## src/rtl/spi_ram_hs_if.sv

```systemverilog
// ---------------------------------------------------------------------------
// spi_ram_hs_if
//
// Parallel-side bus between an SPI slave and the spi_ram_hs word RAM.
//
// Signals:
//   rx_valid    master -> slave  din carries a command word this cycle
//   din         master -> slave  {cmd[1:0], payload[MEM_WIDTH-1:0]}
//   tx_ready    master -> slave  master accepts dout this cycle
//   dout        slave -> master  read data
//   tx_valid    slave -> master  dout valid, held until accepted
//   addr_err    slave -> master  one-cycle pulse, address command out of range
//   ovf_err     slave -> master  one-cycle pulse, read dropped while one pending
//   parity_err  slave -> master  one-cycle pulse, stored parity mismatch
//
// Modports:
//   master : the SPI slave (drives commands and tx_ready)
//   slave  : the RAM (drives read data and status)
// ---------------------------------------------------------------------------
interface spi_ram_hs_if #(
    parameter int MEM_WIDTH = 8
);
    logic                 rx_valid;
    logic [MEM_WIDTH+1:0] din;
    logic                 tx_ready;
    logic [MEM_WIDTH-1:0] dout;
    logic                 tx_valid;
    logic                 addr_err;
    logic                 ovf_err;
    logic                 parity_err;

    modport master (
        output rx_valid,
        output din,
        output tx_ready,
        input  dout,
        input  tx_valid,
        input  addr_err,
        input  ovf_err,
        input  parity_err
    );

    modport slave (
        input  rx_valid,
        input  din,
        input  tx_ready,
        output dout,
        output tx_valid,
        output addr_err,
        output ovf_err,
        output parity_err
    );
endinterface

```

## src/rtl/spi_ram_hs.sv

```systemverilog
// ---------------------------------------------------------------------------
// spi_ram_hs
//
// Parametrised single-port word RAM sitting on the parallel side of an SPI
// slave. Each received word carries a 2-bit command in its top bits:
//   00 set write address   01 write data
//   10 set read address    11 read data
// Read data is returned through a tx_valid/tx_ready handshake so the SPI
// side can stall; a read issued while a previous one is still unaccepted is
// dropped and flagged with ovf_err.
//
// Parameters:
//   MEM_WIDTH  data word width (din is MEM_WIDTH+2 bits)
//   ADDR_SIZE  address field width, must be <= MEM_WIDTH
//   MEM_DEPTH  number of words, must be <= 2**ADDR_SIZE
//   AUTO_INC   1: write/read address post-increments (wrapping at
//              MEM_DEPTH-1) after each data access; 0: address held
//
// Ports:
//   clk    system clock, rising edge
//   rst_n  asynchronous active-low reset (memory contents are not reset)
//   bus    spi_ram_hs_if.slave (rx_valid, din, tx_ready in;
//          dout, tx_valid, addr_err, ovf_err, parity_err out)
//
// Optional feature (macro SPI_RAM_PARITY_EN):
//   Defined   - each word stores an extra even-parity bit written alongside
//               the data; a mismatch on read raises parity_err in the same
//               cycle tx_valid rises. parity_flip_hook inverts the stored
//               parity of a write when forced high from a test bench.
//   Undefined - no parity storage, parity_err tied to 0.
// ---------------------------------------------------------------------------
module spi_ram_hs #(
    parameter int MEM_WIDTH = 8,
    parameter int ADDR_SIZE = 8,
    parameter int MEM_DEPTH = 256,
    parameter int AUTO_INC  = 1
) (
    input  logic         clk,
    input  logic         rst_n,
    spi_ram_hs_if.slave  bus
);

    // -----------------------------------------------------------------------
    // Constants
    // -----------------------------------------------------------------------
    localparam logic [1:0] CMD_SET_WR = 2'b00;
    localparam logic [1:0] CMD_WRITE  = 2'b01;
    localparam logic [1:0] CMD_SET_RD = 2'b10;
    localparam logic [1:0] CMD_READ   = 2'b11;

    localparam logic [0:0] ST_IDLE = 1'b0;
    localparam logic [0:0] ST_HOLD = 1'b1;

    // One extra bit so MEM_DEPTH == 2**ADDR_SIZE is representable and the
    // range check can never wrap.
    localparam logic [ADDR_SIZE:0]   DEPTH_EXT = (ADDR_SIZE + 1)'(MEM_DEPTH);
    localparam logic [ADDR_SIZE-1:0] LAST_ADDR = ADDR_SIZE'(MEM_DEPTH - 1);

    // Array index width; addresses are range-checked before they are stored,
    // so dropping the upper address bits for indexing loses nothing.
    localparam int IDX_W = (MEM_DEPTH > 1) ? $clog2(MEM_DEPTH) : 1;

`ifdef SPI_RAM_PARITY_EN
    localparam int WORD_W = MEM_WIDTH + 1;
`else
    localparam int WORD_W = MEM_WIDTH;
`endif

    // -----------------------------------------------------------------------
    // Command decode
    // -----------------------------------------------------------------------
    logic [1:0]           cmd;
    logic [MEM_WIDTH-1:0] payload;
    logic [ADDR_SIZE-1:0] cmd_addr;
    logic                 addr_in_range;

    logic                 set_wr;
    logic                 wr_en;
    logic                 set_rd;
    logic                 rd_cmd;
    logic                 rd_accept;
    logic                 rd_drop;

    logic [0:0]           state_reg;
    logic [0:0]           state_next;
    logic [ADDR_SIZE-1:0] addr_wr_reg;
    logic [ADDR_SIZE-1:0] addr_wr_next;
    logic [ADDR_SIZE-1:0] addr_rd_reg;
    logic [ADDR_SIZE-1:0] addr_rd_next;

    assign cmd      = bus.din[MEM_WIDTH+1:MEM_WIDTH];
    assign payload  = bus.din[MEM_WIDTH-1:0];
    assign cmd_addr = payload[ADDR_SIZE-1:0];

    assign addr_in_range = ({1'b0, cmd_addr} < DEPTH_EXT);

    assign set_wr = bus.rx_valid && (cmd == CMD_SET_WR);
    assign wr_en  = bus.rx_valid && (cmd == CMD_WRITE);
    assign set_rd = bus.rx_valid && (cmd == CMD_SET_RD);
    assign rd_cmd = bus.rx_valid && (cmd == CMD_READ);

    // A read can be taken when nothing is pending, or when the pending word
    // is being consumed in this very cycle (back-to-back, no bubble).
    assign rd_accept = rd_cmd && ((state_reg == ST_IDLE) || bus.tx_ready);
    assign rd_drop   = rd_cmd && !((state_reg == ST_IDLE) || bus.tx_ready);

    function automatic logic [ADDR_SIZE-1:0] next_addr(input logic [ADDR_SIZE-1:0] a);
        return (a == LAST_ADDR) ? '0 : a + ADDR_SIZE'(1);
    endfunction

    // -----------------------------------------------------------------------
    // Next-state logic
    // -----------------------------------------------------------------------
    always_comb begin
        addr_wr_next = addr_wr_reg;
        if (set_wr && addr_in_range) begin
            addr_wr_next = cmd_addr;
        end else if (wr_en && (AUTO_INC != 0)) begin
            addr_wr_next = next_addr(addr_wr_reg);
        end
    end

    always_comb begin
        addr_rd_next = addr_rd_reg;
        if (set_rd && addr_in_range) begin
            addr_rd_next = cmd_addr;
        end else if (rd_accept && (AUTO_INC != 0)) begin
            addr_rd_next = next_addr(addr_rd_reg);
        end
    end

    always_comb begin
        state_next = state_reg;
        if (rd_accept) begin
            state_next = ST_HOLD;
        end else if ((state_reg == ST_HOLD) && bus.tx_ready) begin
            state_next = ST_IDLE;
        end
    end

    // -----------------------------------------------------------------------
    // Control registers
    // -----------------------------------------------------------------------
    logic addr_err_reg;
    logic ovf_err_reg;
    logic has_data_reg;     // a word has been read since reset
    logic parity_chk_reg;   // rd_word_reg was loaded on the previous edge

    always_ff @(posedge clk or negedge rst_n) begin
        if (!rst_n) begin
            state_reg      <= ST_IDLE;
            addr_wr_reg    <= '0;
            addr_rd_reg    <= '0;
            addr_err_reg   <= 1'b0;
            ovf_err_reg    <= 1'b0;
            has_data_reg   <= 1'b0;
            parity_chk_reg <= 1'b0;
        end else begin
            state_reg      <= state_next;
            addr_wr_reg    <= addr_wr_next;
            addr_rd_reg    <= addr_rd_next;
            addr_err_reg   <= (set_wr || set_rd) && !addr_in_range;
            ovf_err_reg    <= rd_drop;
            parity_chk_reg <= rd_accept;
            if (rd_accept) begin
                has_data_reg <= 1'b1;
            end
        end
    end

    // -----------------------------------------------------------------------
    // Memory array
    //
    // The read register has no reset so the array plus register maps onto a
    // block RAM with registered output. The reset value of dout is produced
    // by masking with has_data_reg instead. The register only loads on an
    // accepted read, so it holds the captured word through HOLD even if that
    // address is rewritten meanwhile.
    // -----------------------------------------------------------------------
    logic [WORD_W-1:0]    mem [0:MEM_DEPTH-1];
    logic [WORD_W-1:0]    wr_word;
    logic [WORD_W-1:0]    rd_word_reg;
    logic [IDX_W-1:0]     wr_idx;
    logic [IDX_W-1:0]     rd_idx;

    assign wr_idx = addr_wr_reg[IDX_W-1:0];
    assign rd_idx = addr_rd_reg[IDX_W-1:0];

`ifdef SPI_RAM_PARITY_EN
    // Test hook: held at 0 in normal operation, forced high by a bench to
    // store a deliberately wrong parity bit.
    logic parity_flip_hook;
    assign parity_flip_hook = 1'b0;

    // Even parity: data plus parity bit always carries an even number of ones.
    assign wr_word = {(^payload) ^ parity_flip_hook, payload};
`else
    assign wr_word = payload;
`endif

    // Only one command per cycle, so a write and a read never share a cycle.
    always_ff @(posedge clk) begin
        if (wr_en) begin
            mem[wr_idx] <= wr_word;
        end
        if (rd_accept) begin
            rd_word_reg <= mem[rd_idx];
        end
    end

    // -----------------------------------------------------------------------
    // Outputs
    // -----------------------------------------------------------------------
    assign bus.dout     = has_data_reg ? rd_word_reg[MEM_WIDTH-1:0] : '0;
    assign bus.tx_valid = (state_reg == ST_HOLD);
    assign bus.addr_err = addr_err_reg;
    assign bus.ovf_err  = ovf_err_reg;

`ifdef SPI_RAM_PARITY_EN
    // Checked only in the cycle right after a load, which is the cycle
    // tx_valid rises (or a back-to-back word replaces the previous one).
    assign bus.parity_err = parity_chk_reg && (^rd_word_reg);
`else
    assign bus.parity_err = 1'b0;
`endif

endmodule

```

## src/flat_wrapper.sv

```systemverilog
// flat-port wrapper written by rule: the top's interface ports become plain ports
module spi_ram_hs_flat 
#(
    parameter int MEM_WIDTH = 8,
    parameter int ADDR_SIZE = 8,
    parameter int MEM_DEPTH = 256,
    parameter int AUTO_INC  = 1
)
  (clk, rst_n, bus_rx_valid, bus_din, bus_tx_ready, bus_dout, bus_tx_valid, bus_addr_err, bus_ovf_err, bus_parity_err);
  spi_ram_hs_if #(.MEM_WIDTH(MEM_WIDTH)) bus_i ();
  input  logic clk;
  input  logic rst_n;
  input wire logic [$bits(bus_i.rx_valid)-1:0] bus_rx_valid;
  input wire logic [$bits(bus_i.din)-1:0] bus_din;
  input wire logic [$bits(bus_i.tx_ready)-1:0] bus_tx_ready;
  output wire logic [$bits(bus_i.dout)-1:0] bus_dout;
  output wire logic [$bits(bus_i.tx_valid)-1:0] bus_tx_valid;
  output wire logic [$bits(bus_i.addr_err)-1:0] bus_addr_err;
  output wire logic [$bits(bus_i.ovf_err)-1:0] bus_ovf_err;
  output wire logic [$bits(bus_i.parity_err)-1:0] bus_parity_err;
  assign bus_i.rx_valid = bus_rx_valid;
  assign bus_i.din = bus_din;
  assign bus_i.tx_ready = bus_tx_ready;
  assign bus_dout = bus_i.dout;
  assign bus_tx_valid = bus_i.tx_valid;
  assign bus_addr_err = bus_i.addr_err;
  assign bus_ovf_err = bus_i.ovf_err;
  assign bus_parity_err = bus_i.parity_err;
  spi_ram_hs #(.MEM_WIDTH(MEM_WIDTH), .ADDR_SIZE(ADDR_SIZE), .MEM_DEPTH(MEM_DEPTH), .AUTO_INC(AUTO_INC)) u_core (.clk(clk), .rst_n(rst_n), .bus(bus_i));
endmodule
```

## config.mk

```make
export PLATFORM = sky130hd
export DESIGN_NAME = spi_ram_hs_flat
export DESIGN_NICKNAME = d
export VERILOG_FILES = /design/src/rtl/spi_ram_hs_if.sv /design/src/rtl/spi_ram_hs.sv /design/src/flat_wrapper.sv
export SDC_FILE = /design/constraint.sdc
export NUM_CORES = 2
export LEC_CHECK = 0
export CAP_MARGIN = 20
export CORE_MARGIN = 10
export CORE_UTILIZATION = 45
export DETAILED_ROUTE_END_ITERATION = 8
export PLACE_DENSITY_LB_ADDON = 0.1
export SLEW_MARGIN = 20
export SYNTH_ARGS = -nofsm -noshare
export SYNTH_HDL_FRONTEND = slang
export SYNTH_SLANG_ARGS = --single-unit
```

## constraint.sdc

```tcl
create_clock -name clk -period 2.8 [get_ports clk]
set_clock_uncertainty 0.2 [all_clocks]
set_input_delay 0.42 -clock clk [delete_from_list [all_inputs] [get_ports clk]]
set_output_delay 0.42 -clock clk [all_outputs]
set_load 0.01 [all_outputs]
```

==> flow_summary_export.csv <==
group,metric,value,unit
sta,timing.final.crit_share,118,%
power,cellLeakagePower,31.9,nW
finish,layout-drive-gt1-share,33.3,%
clock_tree,htreeDepth,4,
floorplan,ioPinCount,26,
grt,grt_max_degree,91,
floorplan,core,180000,um2
routing,drt_first_iter_violations,4401,
finish,fillers,14100,
worst_setup_path,worstPathArrival,3690,ps
clock_tree,clkSinkCount,2075,
yosys,synth-seq-cells,2075,
worst_setup_path,cp.required,3200,ps
outcome,violations,"negative setup slack",
worst_setup_path,cp_slowest_cell,"mux4_2",
place,place.gp.congestion,0.861,
sta,period_minus_slack,3290,ps
worst_hold_path,min_path_type,"input pin to asynchronous set/reset pin",
sta,slew_headroom,29.1,%
clock_tree,cts_tree,"yes",
worst_setup_path,r2r_cells,11,
yosys,netlist_instances,3915,
routing,avgViaCountPerCell,5.79,
yosys,ys_seq_area_share,76.3,%
floorplan,die_area,199000,um2
clock_tree,clkTransAtPathRegs,60,ps
clock_tree,clock_path_buffers,3,
routing,ant_nets,0,
worst_setup_path,r2r_start,"u_core.addr_rd_reg[0]",
yosys,syn_area,81500,um2
worst_setup_path,critPathMaxStageDelay,540,ps
worst_setup_path,reg2reg_slack,-490,ps
sta,slew_viol_final,0,
routing,wirelength,218,mm
finish,postLayoutCoreUtil,54.2,%
worst_setup_path,timing.rr.end,"u_core.rd_word_reg[2]",
finish,layout_commonest_cell,"edfxtp_1",
finish,final_cell_mix,"edfxtp_1 (2056), buf_4 (651), mux4_2 (425)",
sta,rsz0062_at_grt,"yes",
floorplan,fp.dieH,446,um
place,port_buffers,23,
finish,largest_reg_flops,2048,
worst_setup_path,crit_chain,"buf_12 -> buf_12 -> buf_16 -> buf_12 -> mux4_2 -> mux4_2 -> nand2_4 -> o31ai_4 -> a211oi_4 -> buf_4 -> nor4_2",
worst_setup_path,critPathLaunchType,"flop",
routing,first_pass_iters,6,
grt,grt_pass1_vias,43000,
grt,grt_pass1_wl,315,mm
floorplan,initial_core_util,45.2,%
clock_tree,cts_made_buffers,211,
worst_setup_path,crit_type,"flop to flop",
routing,wl_per_cell,30.1,um
finish,syn_to_final_growth,20.0,%
worst_setup_path,critPathCaptureType,"flop",
yosys,avgSynthCellArea,20.8,um2
yosys,synthArstFlopShare,0.916,%
outcome,status,"complete, but fails checks",
power,p_per_area,794,nW/um2
power,peakVddDrop,654,uV
yosys,yosysWarnings,0,
routing,vias,42000,
clock_tree,root_buffer,"clkbuf_16",
floorplan,die_x,446,um
routing,drc,0,
grt,grt-ovfl-total,0,
flow_run,drv_cap,0,
sta,worstMarginPinSlew,1060,ps
yosys,synth_edf_count,2056,
grt,grt_use_total,21.8,%
worst_setup_path,crit_fanout,8,
finish,regMostFlops,"u_core.mem",
sta,hold_viol_final,0,
sta,setup_viol,8,
clock_tree,clock_latency,850,ps
place,place_ws,-1200,ps
place,dp_hpwl,140,mm
yosys,synth_cell_types,77,
floorplan,rows,156,
worst_setup_path,crit_path_frequent_cell,"buf_12",
sta,fmax,0.304,GHz
sta,setup_slack,-493,ps
yosys,synthFlopType,"edfxtp_1",
finish,nets,4723,
sta,holdWs,275,ps
grt,grt_antenna_before_repair,3,
[routing by layer]
layer / GRT usage, % / wire length (um) / part of all wire [%]
met2: 34.5 / 104000 / 48
met3: 3.27 / 12000 / 5.5
met1: 31.5 / 95800 / 44
met4: 6.51 / 6350 / 2.9
met5: 0 / 0 / 0
[cells in the mapped netlist (10+ instances only)]
| master | instances | area, um2 |
|---|---|---|
| nor2_1 | 300 | 1130 |
| a221oi_1 | 11 | 96.3 |
| nand3_1 | 30 | 150 |
| o22ai_1 | 12 | 75.1 |
| clkbuf_1 | 73 | 274 |
| mux4_1 | 26 | 683 |
| and3_1 | 10 | 62.6 |
| buf_12 | 16 | 320 |
| o221ai_1 | 35 | 307 |
| nand2_1 | 87 | 327 |
| o21ai_0 | 48 | 240 |
| nor3_1 | 11 | 55.1 |
| dfrtp_1 | 19 | 475 |
| mux4_2 | 421 | 9480 |
| a22oi_1 | 125 | 938 |
| a211oi_1 | 13 | 97.6 |
| nor2b_1 | 32 | 200 |
| buf_8 | 10 | 150 |
| buf_2 | 53 | 265 |
| buf_6 | 28 | 315 |
| a22o_1 | 13 | 114 |
| buf_1 | 10 | 37.5 |
| and2_1 | 14 | 87.6 |
| nor4_1 | 13 | 81.3 |
| mux2_2 | 15 | 169 |
| nand2b_1 | 17 | 106 |
| buf_4 | 52 | 390 |
| a21oi_1 | 78 | 390 |
| mux2i_1 | 150 | 1500 |
| a2111oi_0 | 12 | 105 |
| edfxtp_1 | 2056 | 61700 |
[power breakdown]
part	internal, mW	leakage [nW]	switching, mW
registers	34.3	18.7	0.142
clock network	15.7	3.27	11.7
logic	7.23	9.89	8.56
total	57.2	31.9	20.4
[logic make-up after synthesis]
family,after synthesis,share of synthesized area [%]
muxes,613,14.5
adders and majority gates,5,0.0768
xor gates and xnor gates,3,0.0322
DFF,2075,76.3
and+or+nand+nor,556,3.11
other,1,0.00460
buffers and inverters,248,2.18
AOI/OAI and AO/OA,414,3.71
[critical path: cells and delay by family, from the launching register on]
kind | cells | cell delay, ps
muxes | 2 | 950
buffers and inverters | 5 | 780
DFF | 1 | 530
AOI/OAI and AO/OA | 2 | 400
and+or+nand+nor | 2 | 170
[metrics by stage]
| stage | cell area (um2) | TNS (ps) | cells | power [mW] |
|---|---|---|---|---|
| after floorplan | 81500 | 0 | 3916 | 43.5 |
| after global placement | 89900 | -214270 | 6810 | 50.0 |
| after detailed placement | 89900 | -217980 | 6810 | 50.0 |
| after CTS | 97500 | -4010 | 7239 | 78.0 |
| after global routing | 97800 | -4110 | 7246 | 80.2 |
| final | 97800 | -3500 | 7247 | 77.6 |
[worst max-delay path by stage]
stage                                     start               endpoint  cells after the start
after floorplan                    bus_rx_valid     u_core.mem[115][0]                      7
after global placement    u_core.addr_rd_reg[0]  u_core.rd_word_reg[4]                     11
after detailed placement  u_core.addr_rd_reg[0]  u_core.rd_word_reg[4]                     11
after CTS                 u_core.addr_rd_reg[0]  u_core.rd_word_reg[0]                     11
after global routing      u_core.addr_rd_reg[0]  u_core.rd_word_reg[1]                      9
final                     u_core.addr_rd_reg[0]  u_core.rd_word_reg[2]                     11
[timing repair]
action,4_1_cts,5_1_grt
pin swaps,19,28
hold buffers,10,0
endpoints found under the hold margin,529,0
setup endpoints to repair,12,10
gates cloned,4,1
resized for setup,74,59
setup buffers,33,4
[final cells by class]
class | count | area, um2 | share of cell area [%]
Tap cell | 2370 | 2970 | 3.03
Clock buffer | 262 | 5660 | 5.79
Inverter | 4 | 15.0 | 0.0154
Timing Repair Buffer | 819 | 7880 | 8.06
Antenna cell | 4 | 10.0 | 0.0102
Sequential cell | 2075 | 62200 | 63.6
Clock inverter | 120 | 1040 | 1.06
Multi-Input combinational cell | 1593 | 18000 | 18.4
Power figures use the tool's default switching activity.
